**config.mk**
```make
export PLATFORM = sky130hd
export DESIGN_NAME = ppa_adder_pipe
export DESIGN_NICKNAME = d
export VERILOG_FILES = /design/src/rtl/ppa_adder_pipe.sv
export SDC_FILE = /design/constraint.sdc
export NUM_CORES = 1
export LEC_CHECK = 0
export ABC_AREA = 0
export ABC_CLOCK_PERIOD_IN_PS = 1900
export CAP_MARGIN = 20
export CORE_ASPECT_RATIO = 1.4
export CORE_MARGIN = 2
export CORE_UTILIZATION = 48
export CTS_CLUSTER_SIZE = 10
export DETAILED_ROUTE_END_ITERATION = 10
export PLACE_DENSITY = 0.76
export RECOVER_POWER = 25
export SYNTH_ARGS = -nofsm -noshare
export SYNTH_HDL_FRONTEND = slang
export SYNTH_SLANG_ARGS = --single-unit
```
**constraint.sdc**
```tcl
create_clock -name clk -period 1.9 [get_ports clk]
set_input_delay 0.38 -clock clk [delete_from_list [all_inputs] [get_ports clk]]
set_output_delay 0.38 -clock clk [all_outputs]
set_load 0.01 [all_outputs]
```
**src/rtl/ppa_adder_pipe.sv**
```systemverilog
// ppa_adder_pipe: pipelined Kogge-Stone (recursive-doubling) adder/subtractor
// with valid/ready flow control. WIDTH is a power of two (4..64); REG_EVERY
// prefix levels are evaluated between pipeline registers.
// Optional feature macro: PPA_OVF_EN builds the two's-complement overflow
// output; without it ovf is tied to 0.
module ppa_adder_pipe #(
    parameter int WIDTH     = 32,
    parameter int REG_EVERY = 2
) (
    input  logic             clk,
    input  logic             reset,
    input  logic             in_valid,
    output logic             in_ready,
    input  logic [WIDTH-1:0] a,
    input  logic [WIDTH-1:0] b,
    input  logic             cin,
    input  logic             sub,
    output logic             out_valid,
    input  logic             out_ready,
    output logic [WIDTH-1:0] sum,
    output logic             cout,
    output logic             ovf
);
    localparam int L  = $clog2(WIDTH);
    localparam int NS = (L + REG_EVERY - 1) / REG_EVERY;

    // vld_pipe[0] is the operand stage, vld_pipe[NS] is the output register
    logic [NS:0]              vld_pipe;
    logic                     adv;

    logic [WIDTH-1:0]         bx, g0, p0;
    logic                     c0;

    // g/p: running group generate/propagate; hs: half-sum a^b' kept for the sum
    logic [NS-1:0][WIDTH-1:0] g_q, p_q, hs_q;
    logic [NS-1:0]            c0_q;
    logic [NS:1][WIDTH-1:0]   g_nx, p_nx;

    logic [WIDTH-1:0]         carry, sum_d;
    logic                     cout_d;

    // every stage moves together; a stalled output freezes the whole pipe
    assign adv       = !vld_pipe[NS] || out_ready;
    assign in_ready  = adv;
    assign out_valid = vld_pipe[NS];

    // operand conditioning and per-bit generate/propagate (kill = ~(g|p))
    always_comb begin
        bx = sub ? ~b : b;
        c0 = sub | cin;
        g0 = a & bx;
        p0 = a ^ bx;
    end

    for (genvar s = 1; s <= NS; s++) begin : g_stage
        localparam int LV0 = (s - 1) * REG_EVERY;
        logic [WIDTH-1:0] gt, pt;

        // REG_EVERY doubling levels; descending i keeps lower bits unmodified
        // while they are still being read, so the update can be in place
        always_comb begin
            gt = g_q[s-1];
            pt = p_q[s-1];
            for (int k = 0; k < REG_EVERY; k++) begin
                if (LV0 + k < L) begin
                    for (int i = WIDTH - 1; i >= (1 << (LV0 + k)); i--) begin
                        gt[i] = gt[i] | (pt[i] & gt[i - (1 << (LV0 + k))]);
                        pt[i] = pt[i] & pt[i - (1 << (LV0 + k))];
                    end
                end
            end
            g_nx[s] = gt;
            p_nx[s] = pt;
        end
    end

    // carry into bit i = G[i-1:0] | P[i-1:0] & c0
    assign carry  = {g_nx[NS][WIDTH-2:0] | (p_nx[NS][WIDTH-2:0] & {(WIDTH-1){c0_q[NS-1]}}),
                     c0_q[NS-1]};
    assign cout_d = g_nx[NS][WIDTH-1] | (p_nx[NS][WIDTH-1] & c0_q[NS-1]);
    assign sum_d  = hs_q[NS-1] ^ carry;

    // pipeline registers; outputs only load real results so they hold across bubbles
    always_ff @(posedge clk) begin
        if (reset) begin
            vld_pipe <= '0;
            g_q      <= '0;
            p_q      <= '0;
            hs_q     <= '0;
            c0_q     <= '0;
            sum      <= '0;
            cout     <= 1'b0;
        end else if (adv) begin
            vld_pipe <= {vld_pipe[NS-1:0], in_valid};
            g_q[0]   <= g0;
            p_q[0]   <= p0;
            hs_q[0]  <= p0;
            c0_q[0]  <= c0;
            for (int s = 1; s < NS; s++) begin
                g_q[s]  <= g_nx[s];
                p_q[s]  <= p_nx[s];
                hs_q[s] <= hs_q[s-1];
                c0_q[s] <= c0_q[s-1];
            end
            if (vld_pipe[NS-1]) begin
                sum  <= sum_d;
                cout <= cout_d;
            end
        end
    end

`ifdef PPA_OVF_EN
    logic ovf_q;

    // overflow: carry into the MSB differs from carry out of it
    always_ff @(posedge clk) begin
        if (reset)
            ovf_q <= 1'b0;
        else if (adv && vld_pipe[NS-1])
            ovf_q <= carry[WIDTH-1] ^ cout_d;
    end

    assign ovf = ovf_q;
`else
    assign ovf = 1'b0;
`endif

endmodule

```
# == Word-level counts from Yosys, hierarchy flattened ==
# Cells that the tools add are included.
# classes
n_addsub,0
mul,0
div_mod_pow,0
magnitude_cmp,0
n_eq_ne,0
shift,0
n_mux,1
bitwise,396
n_reduce_logical,3
# op_table
operator,n
$and A1 B1 Y1,259
$or A1 B1 Y1,131
$xor A32 B32 Y32,2
$and A32 B32 Y32,1
$mux W32,1
$not A32 Y32,1
$and A31 B31 Y31,1
$or A31 B31 Y31,1
$reduce_and A2 Y1,1
$logic_not A1 Y1,1
$logic_or A1 B1 Y1,1
# word_totals
regBits,296
latchBits,0
mem_bits_rw,0
rom_bits,0
inputBits,70
out_inout_bits,36
elab_cells,412
mem_count,0

# == Logic depth before layout (Yosys ltp) ==
# Gate-level depths: netlist (run 1).
# logic_depth
word_depth,4
depth_mapped,7
ltp_nobuf,4

# == Least setup slack after synthesis (run 1) ==
# Ideal clock, no wire load.
# synth_timing
path_kind,input to register
from,in sub
to,reg hs_q[10] (netlist name)
setup_ns,0.132
arrival_ns,1.353
t_required_ns,1.768
setup_slack_ns,0.415
cell_stages,6
n_path_buf,2
path_cell_list,clkbuf_1 buf_2 xor2_1 ha_1 nand2_1 a21oi_1
# synth_between
elab_chain_len,2
# synth_lines
element,line_no,source
"start, declared",17,"input logic sub,"
$mux W32,49,bx = sub ? ~b : b;
$xor A32 B32 Y32,52,p0 = a ^ bx;
via p0[10],31,"logic [WIDTH-1:0] bx, g0, p0;"
"end signal, assigned by index",102,hs_q[s] <= hs_q[s-1];
"end, declared",35,"logic [NS-1:0][WIDTH-1:0] g_q, p_q, hs_q;"
# The timed path passes the listed nets, and every way through them passes these cells.
# A chain may end at the register's enable or synchronous reset.

# == Final worst setup path (run 1) ==
# layout_timing
from,reg sum[17]
to,out sum[17]
# layout_lines
element,line_no,source
"start, declared",20,"output logic [WIDTH-1:0] sum,"
"start signal, assigned",106,sum <= sum_d;
# No word-level cell between the ends.

==> results.sh, run 1 <==
export IMPL_diodes=0
export IMPL_irDropWorstVdd_uv=509.1
export IMPL_final_nets=1666
export IMPL_cap_violations=0
export IMPL_synth_area_sq_um=12290
export IMPL_tightestPinTransition_ps=677.9
export IMPL_r2r_end="g_nx[35]"
export IMPL_syn_num_nets=1596
export IMPL_seq_area_sq_um=5886
export IMPL_cts_tree="done"
export IMPL_path_buf_inv=1
export IMPL_dpl_cell_area_sq_um=13780
export IMPL_die_w_um=139.2
export IMPL_grt_overflow_total=0
export IMPL_synth_simple_area_share=0.2022
export IMPL_fill_cells=2293
export IMPL_cp_slowest_cell="clkdlybuf4s50_1"
export IMPL_power_density_nw_per_um2=928.1
export IMPL_ys_ff_latch=294
export IMPL_crit_family="buffers and inverters"
export IMPL_synth_mux_area_frac=0
export IMPL_finalCritPeriodShare=0.9640
export IMPL_slew_viol_final=0
export IMPL_cts_buffers=35
export IMPL_worstPathArrival_ps=1450
export IMPL_postCtsHoldBufs=0
export IMPL_multi_input_area_sq_um=5892
export IMPL_drt_wirelength_per_cell_um=17.47
export IMPL_dp_hpwl_um=23230
export IMPL_gp_congestion=0.9056
export IMPL_synth_top_family_by_area="compound AO/OA/AOI/OAI gates"
export IMPL_fin_total_pwr_mw=13.59
export IMPL_worst_hold_path_endpoint="g_nx[71]"
export IMPL_r2r_start="vld_pipe[3]"
export IMPL_cpPeakStageDelay_ps=600
export IMPL_num_io_pins=106
export IMPL_dp_cells=1845
export IMPL_finClkSkew_ps=21.59
export IMPL_track_usage=0.2430
export IMPL_avgSynthCellArea_sq_um=8.230
export IMPL_setup_viol=0
export IMPL_clk_pin_slew_ps=50
export IMPL_die_area_sq_um=26910
export IMPL_portBuffers=104
export IMPL_cts_root_buf="clkbuf_16"
export IMPL_die_h_um=193.3
export IMPL_hold_path_class="input port to register"
export IMPL_endpoint_kind="output pin"
export IMPL_core_area_sq_um=25300
export IMPL_yosys_area_share_adder=0.03360
export IMPL_ys_types=30
export IMPL_synth_area_leader_cell="dfxtp_1"
export IMPL_path_cells="clkdlybuf4s50_1"
export IMPL_ant_nets=0
export IMPL_drt_iter0_drc=895
export IMPL_p_leak_nw=5.683
export IMPL_final_cell_mix="359 x nand2_1, 294 x dfxtp_1, 232 x a21oi_1"
export IMPL_start_util=0.4858
export IMPL_mostFrequentLayoutCell="nand2_1"
export IMPL_status="finished, final reports clean"
export IMPL_area_delta_synth_final_pct=19.19
export IMPL_num_vias=10810
export IMPL_route_detailed_drc=0
export IMPL_drt_pass1_iterations=5
export IMPL_r2r_cells=5
export IMPL_slew_headroom=0.5481
export IMPL_cts_resized=1
export IMPL_fmax_mhz=546.0
export IMPL_hold_start="reset"
export IMPL_netlist_instances=1493
export IMPL_synth_compound_area_frac=0.2092
export IMPL_clock_sinks=294
export IMPL_path_class="register to output pin"
export IMPL_htree_levels=2
export IMPL_yosys_warnings=0
export IMPL_grt_pass1_wl_um=53990
export IMPL_grt_max_degree=146
export IMPL_rsz0062_at_grt="false"
export IMPL_synth_top_area_share=0.4790
export IMPL_drt_vias_per_instance=5.739
export IMPL_synth_area_leaders="dfxtp_1 48%, nand2_1 11%, a21oi_1 9.4%"
export IMPL_ys_seq_area_frac=0.4790
export IMPL_critPathLaunchType="register"
export IMPL_drt_total_wl_um=32900
export IMPL_grt_antenna_before_repair=0
export IMPL_core_rowCount=69
export IMPL_post_cts_setup_buffers=0
export IMPL_fin_util=0.5790
export IMPL_path_max_fanout=2
export IMPL_cts_buffer_depth=3
export IMPL_cp_required_ps=1520
export IMPL_insertion_delay_ps=500
export IMPL_min_period_ps=1832
export IMPL_drive_gt1_frac=0.05051
export IMPL_grt_pass1_vias=10200
export IMPL_r2r_slack_ps=90
export IMPL_whs_path_depth=2
export IMPL_design_area_sq_um=14650
export IMPL_stdcell_count=1883
export IMPL_final_hold_viol_count=0
export IMPL_synthXorXnorAreaFrac=0.03350
==> synthesized netlist by cell type <==
library cell / n
nand2_1: 359
dfxtp_1: 294
a21oi_1: 232
a21o_1: 64
clkbuf_1: 63
nor2_1: 57
nand4_1: 46
nor3_1: 44
nand3_1: 42
a211oi_1: 38
buf_2: 36
ha_1: 33
xor2_1: 33
and2_1: 27
a311oi_1: 23
a21boi_0: 15
inv_1: 15
o2bb2ai_1: 15
o32ai_1: 15
xnor2_1: 14
buf_1: 8
a31oi_1: 7
o21ai_0: 3
and3b_1: 2
inv_2: 2
or3_1: 2
a2111oi_0: 1
buf_4: 1
conb_1: 1
nor2b_1: 1
==> power breakdown <==
group          total (mW)  internal [mW]  switching [mW]
sequential           6.75           6.44           0.312
clock                5.74           3.41            2.33
combinational        1.10          0.518           0.577
==> how the worst max path moves through the flow <==
stage / start / end / depth (start not counted)
floorplan: sub / hs_q[10] / 6
global placement: out_ready / g_q[59] / 7
detailed placement: out_ready / g_q[59] / 7
CTS: vld_pipe[3] / in_ready / 3
global route: vld_pipe[3] / g_nx[35] / 5
finish: sum[17] / sum[17] / 1
==> final cells by class <==
type | instances | share of cell area
Tap cell | 319 | 0.02725
Multi-Input combinational cell | 1074 | 0.4023
Inverter | 17 | 0.004869
Timing Repair Buffer | 141 | 0.09995
Sequential cell | 294 | 0.4018
Clock inverter | 1 | 0.0005980
Clock buffer | 37 | 0.06322
==> routing by layer <==
metal  wire [um]  track usage  part of all wire
met1       13870       0.3172              0.42
met2       16220       0.4109              0.49
met5           0            0                 0
met4        1253      0.09615             0.038
met3        1560      0.02797             0.047
==> state kept, by name, summed over array words and instances (netlist names) <==
signal,flops
sum,32
p_q,44
cout,1
g_nx,21
vld_pipe,4
hs_q,94
g_q,75
c0_q,3
g_stage.pt,20
==> cell families (layout without fill, tap and decap cells) <==
logic type / count (synthesis) / after routing
buf+inv: 125 / 196
simple gates: 580 / 580
fa+ha+maj: 33 / 33
compound gates: 413 / 413
xor+xnor: 47 / 47
other cells: 1 / 1
flops: 294 / 294
==> per-stage QoR <==
stage	setup WS [ps]	hold slack, ps	TNS, ps
floorplan	414.9	431.6	0
global placement	-173.7	439.0	-9362
detailed placement	-203.3	443.7	-13130
CTS	45.90	145.3	0
global route	16.70	165.6	0
finish	68.46	154.1	0
No activity file was read; power rests on OpenSTA's default activity.
==> run 2: changes to the inputs <==
Settings changed: CORE_UTILIZATION 48 to 45, PLACE_DENSITY 0.76 to 0.73, SETUP_SLACK_MARGIN from default to 0.4.
==> run 2 against run 1 <==
Register-to-register slack better by 110 ps. Hold slack better by 37 ps. Critical endpoint is now g_q[95]. Sequential share of layout area is 2.5 points lower. Core utilization is 0.35 points higher. Die area grew 6.5%. Maximum frequency is 7.5% higher.
==> results.sh, run 2 (same netlist as run 1, synthesis figures left out) <==
export IMPL_path_class="register to register"
export IMPL_grt_overflow_total=0
export IMPL_tightestPinTransition_ps=675.7
export IMPL_cp_required_ps=2290
export IMPL_start_util=0.4580
export IMPL_power_density_nw_per_um2=876.8
export IMPL_hold_path_class="input port to register"
export IMPL_route_detailed_drc=0
export IMPL_cap_violations=0
export IMPL_cts_buffers=35
export IMPL_cts_buffer_depth=3
export IMPL_area_delta_synth_final_pct=27.19
export IMPL_drive_gt1_frac=0.09994
export IMPL_top_register="hs_q"
export IMPL_grt_pass1_vias=10150
export IMPL_path_max_fanout=22
export IMPL_diodes=0
export IMPL_slew_viol_final=0
export IMPL_drt_vias_per_instance=5.724
export IMPL_finalCritPeriodShare=0.8966
export IMPL_finClkSkew_ps=15.42
export IMPL_die_h_um=199.5
export IMPL_track_usage=0.2371
export IMPL_endpoint_kind="register"
export IMPL_drt_total_wl_um=37020
export IMPL_combPwrFrac=0.087
export IMPL_design_area_sq_um=15630
export IMPL_p_switching_mw=3.281
export IMPL_status="finished, final reports clean"
export IMPL_largest_register_ffs=94
export IMPL_reg_largest_list="hs_q x94, g_q x75, p_q x44"
export IMPL_pwr_share_clk=0.419
export IMPL_final_nets=1693
export IMPL_critPathLaunchType="register"
export IMPL_drt_wirelength_per_cell_um=18.93
export IMPL_p_seq_frac=0.494
export IMPL_insertion_delay_ps=510
export IMPL_irDropWorstVdd_uv=484.2
export IMPL_gp_congestion=0.9532
export IMPL_setup_slack_ps=196.4
export IMPL_pre_cts_ws_ps=-122.7
export IMPL_final_cell_mix="359 x nand2_1, 293 x dfxtp_1, 225 x a21oi_1"
export IMPL_p_leak_nw=6.056
export IMPL_die_w_um=143.7
export IMPL_num_io_pins=106
export IMPL_worstPathArrival_ps=2090
export IMPL_sw_frac_of_total=0.2394
export IMPL_ant_nets=0
export IMPL_core_area_sq_um=26830
export IMPL_clock_sinks=294
export IMPL_seq_area_sq_um=5887
export IMPL_grt_antenna_before_repair=0
export IMPL_setup_viol=0
export IMPL_postCtsHoldBufs=0
export IMPL_dp_hpwl_um=23440
export IMPL_rsz0062_at_grt="true"
export IMPL_min_period_ps=1704
export IMPL_clk_pin_slew_ps=50
export IMPL_slew_headroom=0.5463
export IMPL_grt_max_degree=118
export IMPL_core_rowCount=71
export IMPL_fmax_mhz=587.0
export IMPL_htree_levels=2
export IMPL_grt_pass1_wl_um=53860
export IMPL_drt_pass1_iterations=6
export IMPL_portBuffers=104
export IMPL_cts_root_buf="clkbuf_16"
export IMPL_fill_cells=2424
export IMPL_multi_input_area_sq_um=6261
export IMPL_dpl_cell_area_sq_um=13750
export IMPL_drt_iter0_drc=1065
export IMPL_power_internal_mw=10.42
export IMPL_fin_util=0.5825
export IMPL_die_area_sq_um=28660
export IMPL_final_hold_viol_count=0
export IMPL_num_vias=11200
export IMPL_cts_tree="done"
export IMPL_mostFrequentLayoutCell="nand2_1"
-- run 2: timing repair --
item / 4_1_cts / 5_1_grt
hold endpoints to repair: 0 / 0
setup buffers: 2 / 9
cloned: 4 / 17
resized for setup: 71 / 115
endpoints found under the setup margin: 45 / 300
pin swaps: 2 / 32
-- run 2: power by group through the flow --
| stage | Clock, mW | Sequential, mW | Combinational (mW) |
|---|---|---|---|
| 2_1_floorplan | 0 | 6.73 | 0.725 |
| 3_3_place_gp | 0 | 6.87 | 1.06 |
| 3_5_place_dp | 0 | 6.88 | 1.07 |
| 4_1_cts | 5.79 | 6.75 | 1.10 |
| 5_1_grt | 6.03 | 6.80 | 1.32 |
| 6_report | 5.74 | 6.77 | 1.20 |
-- run 2: routing by layer --
layer,global-route usage,share of wire,up-vias
li1,-,-,5390
met1,0.3026,0.41,5277
met2,0.3905,0.48,435
met3,0.02948,0.055,94
met4,0.1253,0.056,0
met5,0,0,-
-- run 2: area by class of cell --
cell class | count | share of cell area
multi-input combinational | 1074 | 0.4006
clock inverter | 1 | 0.0005604
tap | 365 | 0.02922
sequential | 294 | 0.3767
clock buffer | 37 | 0.05924
timing repair buffer | 168 | 0.1291
inverter | 17 | 0.004563
-- run 2: worst paths after layout --
kind	from	end	slack (ps)	cells after the start
hold reg to reg	hs_q[37]	hs_q[37]	450	2
setup / recovery	vld_pipe[3]	g_q[95]	200	5
hold / removal	reset	c0_q[1]	190	2
setup reg to reg	vld_pipe[3]	g_q[95]	200	5
-- run 2: critical path: stages (launching register included) --
cell      delay [ps]
dfxtp_1          330
nor2b_4          250
inv_8             60
buf_6            170
clkbuf_2         390
a311oi_1         390
-- run 2: through the flow --
step | total power [mW] | std cells | TNS, ps | hold slack, ps
2_1_floorplan | 7.458 | 1493 | 0 | 431.6
3_3_place_gp | 7.935 | 1886 | -3443 | 440.8
3_5_place_dp | 7.956 | 1886 | -6498 | 444.4
4_1_cts | 13.65 | 1930 | 0 | 165.5
5_1_grt | 14.15 | 1956 | 0 | 204.8
6_report | 13.70 | 1956 | 0 | 191.0
